`config.mk`:
```
export PLATFORM = sky130hd
export DESIGN_NAME = led_sweep_decoder
export DESIGN_NICKNAME = d
export VERILOG_FILES = /design/src/rtl/led_pkg.sv /design/src/rtl/onehot_to_index.sv /design/src/rtl/led_sweep_decoder.sv
export SDC_FILE = /design/constraint.sdc
export NUM_CORES = 1
export LEC_CHECK = 0
export ABC_AREA = 1
export CAP_MARGIN = 20
export CELL_PAD_IN_SITES_DETAIL_PLACEMENT = 1
export CELL_PAD_IN_SITES_GLOBAL_PLACEMENT = 1
export CORE_MARGIN = 5
export CORE_UTILIZATION = 25
export CTS_BUF_LIST = sky130_fd_sc_hd__clkbuf_4
export CTS_CLUSTER_SIZE = 40
export DETAILED_ROUTE_END_ITERATION = 10
export GPL_ROUTABILITY_DRIVEN = 0
export GPL_TIMING_DRIVEN = 0
export PLACE_DENSITY = 0.58
export SETUP_SLACK_MARGIN = 0.4
export SYNTH_ARGS = -nofsm -noshare
export SYNTH_HDL_FRONTEND = slang
export SYNTH_HIERARCHICAL = 1
export SYNTH_SLANG_ARGS = --single-unit
```
`constraint.sdc`:
```
create_clock -name clk -period 4.8 [get_ports clk]
set_clock_uncertainty 0.15 [all_clocks]
set_input_delay 0.96 -clock clk [delete_from_list [all_inputs] [get_ports clk]]
set_output_delay 0.96 -clock clk [all_outputs]
set_load 0.02 [all_outputs]
```
`src/rtl/led_pkg.sv`:
```
// Constants and decoder state encoding shared by the LED sweep generator and
// the LED sweep decoder.
package led_pkg;

  localparam logic LED_LEFT  = 1'b1;
  localparam logic LED_RIGHT = 1'b0;

  typedef enum logic [1:0] {
    UNLOCKED = 2'd0,
    ACQUIRE  = 2'd1,
    LOCKED   = 2'd2
  } dec_state_e;

endpackage

```
`src/rtl/onehot_to_index.sv`:
```
// Combinational one-hot decoder: returns the index of the set bit and flags
// whether exactly one bit is set.
module onehot_to_index #(
  parameter int N  = 8,
  parameter int IW = $clog2(N)
) (
  input  logic [N-1:0]  onehot_i,
  output logic [IW-1:0] index_o,
  output logic          valid_o
);

  always_comb begin
    index_o = '0;
    for (int i = 0; i < N; i++) begin
      if (onehot_i[i]) begin
        index_o = IW'(i);
      end
    end
  end

  // Clearing the lowest set bit leaves zero only when a single bit was set.
  assign valid_o = (onehot_i != '0) && ((onehot_i & (onehot_i - 1'b1)) == '0);

endmodule

```
`src/rtl/led_sweep_decoder.sv`:
```
// Decodes a one-hot LED sweep bus into position and direction, checks for
// legal bounce motion and counts end-of-bar reversals.
module led_sweep_decoder
  import led_pkg::*;
#(
  parameter int N     = 8,
  parameter int CNT_W = 16
) (
  input  logic                 clk,
  input  logic                 reset,
  input  logic                 sample_en,
  input  logic [N-1:0]         led_in,
  input  logic                 err_clr,
  output logic [$clog2(N)-1:0] pos,
  output logic                 pos_valid,
  output logic                 dir,
  output logic                 locked,
  output logic                 step_err,
  output logic                 onehot_err,
  output logic                 err_sticky,
  output logic [CNT_W-1:0]     bounce_cnt
);

  localparam int IW = $clog2(N);
  localparam logic [IW-1:0] LAST = IW'(N - 1);
  localparam logic [IW:0]   ONE  = (IW + 1)'(1);

  function automatic logic [CNT_W-1:0] sat_inc(input logic [CNT_W-1:0] v);
    return (&v) ? v : v + 1'b1;
  endfunction

  dec_state_e       state_q, state_d;
  logic [IW-1:0]    pos_q, pos_d;
  logic             dir_q, dir_d;
  logic             step_err_q, step_err_d;
  logic             onehot_err_q, onehot_err_d;
  logic             sticky_q, sticky_d;
  logic [CNT_W-1:0] bcnt_q, bcnt_d;

  logic [IW-1:0] dec_idx;
  logic          dec_valid;
  logic [IW-1:0] exp_idx;
  logic          at_end;
  logic          adjacent;
  logic          bounce;
  logic [IW:0]   pos_ext, idx_ext;

  onehot_to_index #(
    .N  (N),
    .IW (IW)
  ) u_decode (
    .onehot_i (led_in),
    .index_o  (dec_idx),
    .valid_o  (dec_valid)
  );

  assign pos_ext  = {1'b0, pos_q};
  assign idx_ext  = {1'b0, dec_idx};
  assign adjacent = (idx_ext == pos_ext + ONE) || (pos_ext == idx_ext + ONE);
  assign at_end   = ((dir_q == LED_LEFT)  && (pos_q == LAST)) ||
                    ((dir_q == LED_RIGHT) && (pos_q == '0));

  always_comb begin
    exp_idx = pos_q;
    if (dir_q == LED_LEFT) begin
      exp_idx = at_end ? LAST - 1'b1 : pos_q + 1'b1;
    end else begin
      exp_idx = at_end ? IW'(1) : pos_q - 1'b1;
    end
  end

  // State and output registers
  always_ff @(posedge clk or posedge reset) begin
    if (reset) begin
      state_q      <= UNLOCKED;
      pos_q        <= '0;
      dir_q        <= LED_RIGHT;
      step_err_q   <= 1'b0;
      onehot_err_q <= 1'b0;
      sticky_q     <= 1'b0;
      bcnt_q       <= '0;
    end else begin
      state_q      <= state_d;
      pos_q        <= pos_d;
      dir_q        <= dir_d;
      step_err_q   <= step_err_d;
      onehot_err_q <= onehot_err_d;
      sticky_q     <= sticky_d;
      bcnt_q       <= bcnt_d;
    end
  end

  always_comb begin
    state_d      = state_q;
    pos_d        = pos_q;
    dir_d        = dir_q;
    step_err_d   = 1'b0;
    onehot_err_d = 1'b0;
    bounce       = 1'b0;

    if (sample_en) begin
      if (!dec_valid) begin
        onehot_err_d = 1'b1;
        state_d      = UNLOCKED;
      end else begin
        unique case (state_q)
          UNLOCKED: begin
            pos_d   = dec_idx;
            state_d = ACQUIRE;
          end
          ACQUIRE: begin
            pos_d = dec_idx;
            if (adjacent) begin
              dir_d   = (dec_idx > pos_q) ? LED_LEFT : LED_RIGHT;
              state_d = LOCKED;
            end else begin
              step_err_d = 1'b1;
            end
          end
          LOCKED: begin
            pos_d = dec_idx;
            if (dec_idx == exp_idx) begin
              if (at_end) begin
                dir_d  = ~dir_q;
                bounce = 1'b1;
              end
            end else begin
              step_err_d = 1'b1;
              state_d    = ACQUIRE;
            end
          end
          default: state_d = UNLOCKED;
        endcase
      end
    end
  end

  // A same-cycle error or bounce takes precedence over err_clr.
  always_comb begin
    sticky_d = sticky_q;
    if (step_err_d || onehot_err_d) begin
      sticky_d = 1'b1;
    end else if (err_clr) begin
      sticky_d = 1'b0;
    end

    bcnt_d = bcnt_q;
    if (bounce) begin
      bcnt_d = err_clr ? CNT_W'(1) : sat_inc(bcnt_q);
    end else if (err_clr) begin
      bcnt_d = '0;
    end
  end

  always_comb begin
    pos        = pos_q;
    pos_valid  = (state_q != UNLOCKED);
    dir        = dir_q;
    locked     = (state_q == LOCKED);
    step_err   = step_err_q;
    onehot_err = onehot_err_q;
    err_sticky = sticky_q;
    bounce_cnt = bcnt_q;
  end

endmodule
```
==> impl_summary.txt <==
----------------------------------------------------
[STA]
  Setup tns final ... 0 ns
  Total count of hold-check failures in the final report ... 0
  Final period demand of the worst path ... 3.267 ns
  RSZ-0062 raised after global routing ... no
  Crit share post-route ... 68.07%
  Worst Tran Pin Value ... 0.5314 ns
  Max-slew violation total from the final report ... 0
  Top achievable clock speed ... 306.0 MHz
  Total of endpoints with negative setup slack in the final report ... 0
  Final worst slack ... 1.533 ns
  Relative slew slack ... 64.57%

[Synthesis]
  Syn Nets ... 330
  Count of mapped cells out of synthesis ... 304
  Combined area of all synthesized cells ... 2084 µm²
  Average cell area after synthesis ... 6.857 µm²
  Seq/Total Area, Yosys ... 30.01%
  Number of warning messages in the yosys log ... 6
  Top cells by area in the synthesized netlist ... sky130_fd_sc_hd__dfrtp_1 (30%), sky130_fd_sc_hd__nand2_1 (14%), sky130_fd_sc_hd__nand3_1 (9.6%)
  Total of flip-flops plus latches after synthesis ... 25
  Portion of synthesized cell area occupied by the leading cell type ... 30.01%
  Post-synthesis cell type with the largest combined area ... sky130_fd_sc_hd__dfrtp_1
  Library cells used by synthesis ... 30

[Worst setup path]
  Maximum net fanout on the critical path ... 10
  CP most frequent cell ... sky130_fd_sc_hd__nand2_1
  Kind of critical path ... primary input to flip-flop
  Worst setup EP type ... flip-flop
  CP cell instances ... clkdlybuf4s50_1 > a21oi_1 > o21ai_0 > nand2_1 > nand2_1 > inv_1 > ha_1 > inv_1 > nand2_1 > nor2_2 > nand2_1 > nor2_1 > nand3_2 > buf_6 > nand3_1 > nand2_1
  Crit path DAT ... 3.35 ns
  Critical-path cell with the highest stage delay ... sky130_fd_sc_hd__clkdlybuf4s50_1
  Worst path max stage delay ... 0.55 ns
  Data required time of the worst path ... 4.88 ns
  Worst Reg2Reg Path Length in Cells ... 14
  Critical path startpoint category ... primary input

[Global routing]
  Number of antenna violations at the first check in global routing ... 0
  Number of global-route vias before repair ... 2020
  First-pass GRT wire length ... 10270 µm
  Largest net degree at the start of global routing ... 26
  Total GRT Usage ... 12.22%
  Overflow after GRT ... 0

[Die]
  Starting utilization of the core area ... 25.50%
  DIE AREA ... 10260 µm²
  Horizontal die dimension ... 101.3 µm
  Number of primary I/O pins ... 37
  Row count ... 33
  Core Box Area ... 8175 µm²
  Die Y ... 101.3 µm

[Final layout]
  Fraction of final layout cells with drive strength greater than 1 ... 6.686%
  Synthesis-to-finish area growth ... 25.75%
  Number of nets in the finished design ... 371
  Final standard cell count with taps included and fillers excluded ... 449
  Antenna Diode Count ... 0
  Final core utilization ... 32.06%

[Min path]
  Worst hold stages ... 2
  Hold Crit Class ... flip-flop to flip-flop

[Drt]
  Via count ... 2088
  DRC Markers ... 0
  Routed WL per cell ... 13.69 µm
  Detailed Route WL ... 6149 µm
  Detailed Routing Iterations Pass 1 ... 4
  Routed vias/inst ... 4.650
  First-iteration detailed-routing DRC count ... 45
  Post-detailed-route count of antenna-violating nets ... 0

[Place]
  Half-perimeter wire length after placement ... 4857 µm
  Quantity of I/O buffers inserted on ports ... 35
  Worst-case setup slack after placement ... 1.105 ns
  Count of placed standard cells including taps ... 444

[Clock tree]
  Buffer cell driving the clock tree root ... sky130_fd_sc_hd__clkbuf_4
  Clock insertion delay at the later pin of the skew report ... 0.34 ns
  Number of sinks driven by the clock tree ... 25
  TritonCTS clock tree ... done
  Hold-fix buffers at CTS ... 0
  Clock-pin slew on the worst setup and hold paths ... 0.14 ns
  Number of buffers between clock root and the deepest sink ... 2
  Clock H-tree levels ... 1
  Buffers inserted by post-CTS timing repair ... 0
  Post-cts repair resize count ... 0
  Total CTS buffers ... 3

[Power]
  Maximum vdd drop ... 0.1136 mV
  Pwr per Cell Area ... 192.6 nW/µm²
  Lkg Pwr ... 1.265 nW

[Job]
  Maxcap violations ... 0

[Outcome]
  Result of the run ... finished clean

----------------------------------------------------
## final timing paths
| path | start | slack (ns) | to |
|---|---|---|---|
| min reg2reg | state_q[1] | 0.41 | state_q[1] |
| min in group asynchronous | reset | 0.70 | bounce_cnt[5] |
| max in group asynchronous | reset | 3.37 | state_q[1] |
| min | state_q[1] | 0.41 | state_q[1] |
| max | led_in[3] | 1.53 | bounce_cnt[13] |
| max reg2reg | pos[1] | 2.28 | bounce_cnt[13] |
## layer usage
metal / share of wire [%] / track usage, % / up-vias
met5: 0 / 0 / -
met1: 51 / 17.47 / 990
met3: 3.0 / 2.066 / 2
li1: - / - / 1063
met2: 46 / 20.17 / 33
met4: 0.44 / 0.9202 / 0
## registers in the layout, summed over array words and instances, names as in the netlist
| name | cells |
|---|---|
| dir | 1 |
| err_sticky | 1 |
| bounce_cnt | 16 |
| state_q | 2 |
| pos | 3 |
| onehot_err | 1 |
| step_err | 1 |
## report_power, final
part           switching, mW  internal, mW
registers            0.00897         0.217
logic                  0.109        0.0671
clock network         0.0710        0.0313
total                  0.189         0.316
## cells in the final DEF (no fill, tap or decap), types with 2 or more instances in the layout
cell type / count
sky130_fd_sc_hd__o21bai_1: 4
sky130_fd_sc_hd__clkbuf_1: 3
sky130_fd_sc_hd__nand2_2: 2
sky130_fd_sc_hd__ha_1: 14
sky130_fd_sc_hd__nand2_1: 80
sky130_fd_sc_hd__nor3_1: 3
sky130_fd_sc_hd__buf_1: 2
sky130_fd_sc_hd__xnor2_1: 2
sky130_fd_sc_hd__clkdlybuf4s50_1: 35
sky130_fd_sc_hd__a21oi_1: 7
sky130_fd_sc_hd__nand3_2: 3
sky130_fd_sc_hd__nor2_1: 33
sky130_fd_sc_hd__o211ai_1: 2
sky130_fd_sc_hd__nor2_4: 3
sky130_fd_sc_hd__inv_1: 36
sky130_fd_sc_hd__buf_4: 2
sky130_fd_sc_hd__xor2_1: 9
sky130_fd_sc_hd__nand3_1: 40
sky130_fd_sc_hd__nand4_1: 12
sky130_fd_sc_hd__o21ai_0: 10
sky130_fd_sc_hd__dfrtp_1: 25
sky130_fd_sc_hd__nor2_2: 3
sky130_fd_sc_hd__clkbuf_4: 3
## logic make-up (layout without fill, tap and decap cells)
family | after synthesis | after routing | share of synthesized area, %
buffers and inverters | 45 | 85 | 8.823
AOI/OAI and AO/OA | 26 | 26 | 7.323
xor gates and xnor gates | 11 | 11 | 4.622
DFF | 25 | 25 | 30.01
and+or+nand+nor | 183 | 183 | 40.82
adders and majority gates | 14 | 14 | 8.403
## cell type report
cell class | count | area, µm²
fillers | 1051 | 5554
multi-input cells | 234 | 1275
flip-flops and latches | 25 | 625.6
repair buffers | 36 | 377.9
inverters | 37 | 138.9
well taps | 105 | 131.4
plain buffers | 8 | 45.04
clock buffers | 3 | 22.52
clock inverters | 1 | 5.005
## cell usage after synthesis, drive strengths merged
| library cell | n |
|---|---|
| nand3 | 43 |
| or2 | 1 |
| o211ai | 2 |
| inv | 37 |
| xor2 | 9 |
| nand4 | 13 |
| o21ai | 12 |
| ha | 14 |
| buf | 5 |
| nor3 | 3 |
| xnor2 | 2 |
| clkbuf | 3 |
| nor2 | 39 |
| a21oi | 8 |
| and3 | 1 |
| nor3b | 1 |
| o21bai | 4 |
| nand2 | 82 |
| dfrtp | 25 |
## through the flow
| stage | area, µm² | hold slack [ns] | power [mW] |
|---|---|---|---|
| floorplan | 2085 | 0.3416 | 0.3480 |
| global placement | 2566 | 0.3764 | 0.4051 |
| detailed placement | 2566 | 0.3834 | 0.4081 |
| CTS | 2594 | 0.4143 | 0.5118 |
| global route | 2621 | 0.4705 | 0.5454 |
| finish | 2621 | 0.4052 | 0.5047 |
## critical path, delay by kind of cell
family / cells / cell delay, ns
simple gates: 9 / 0.94
buf+inv: 4 / 0.94
fa+ha+maj: 1 / 0.29
compound gates: 2 / 0.22
No activity file was read; power rests on OpenSTA's default activity.
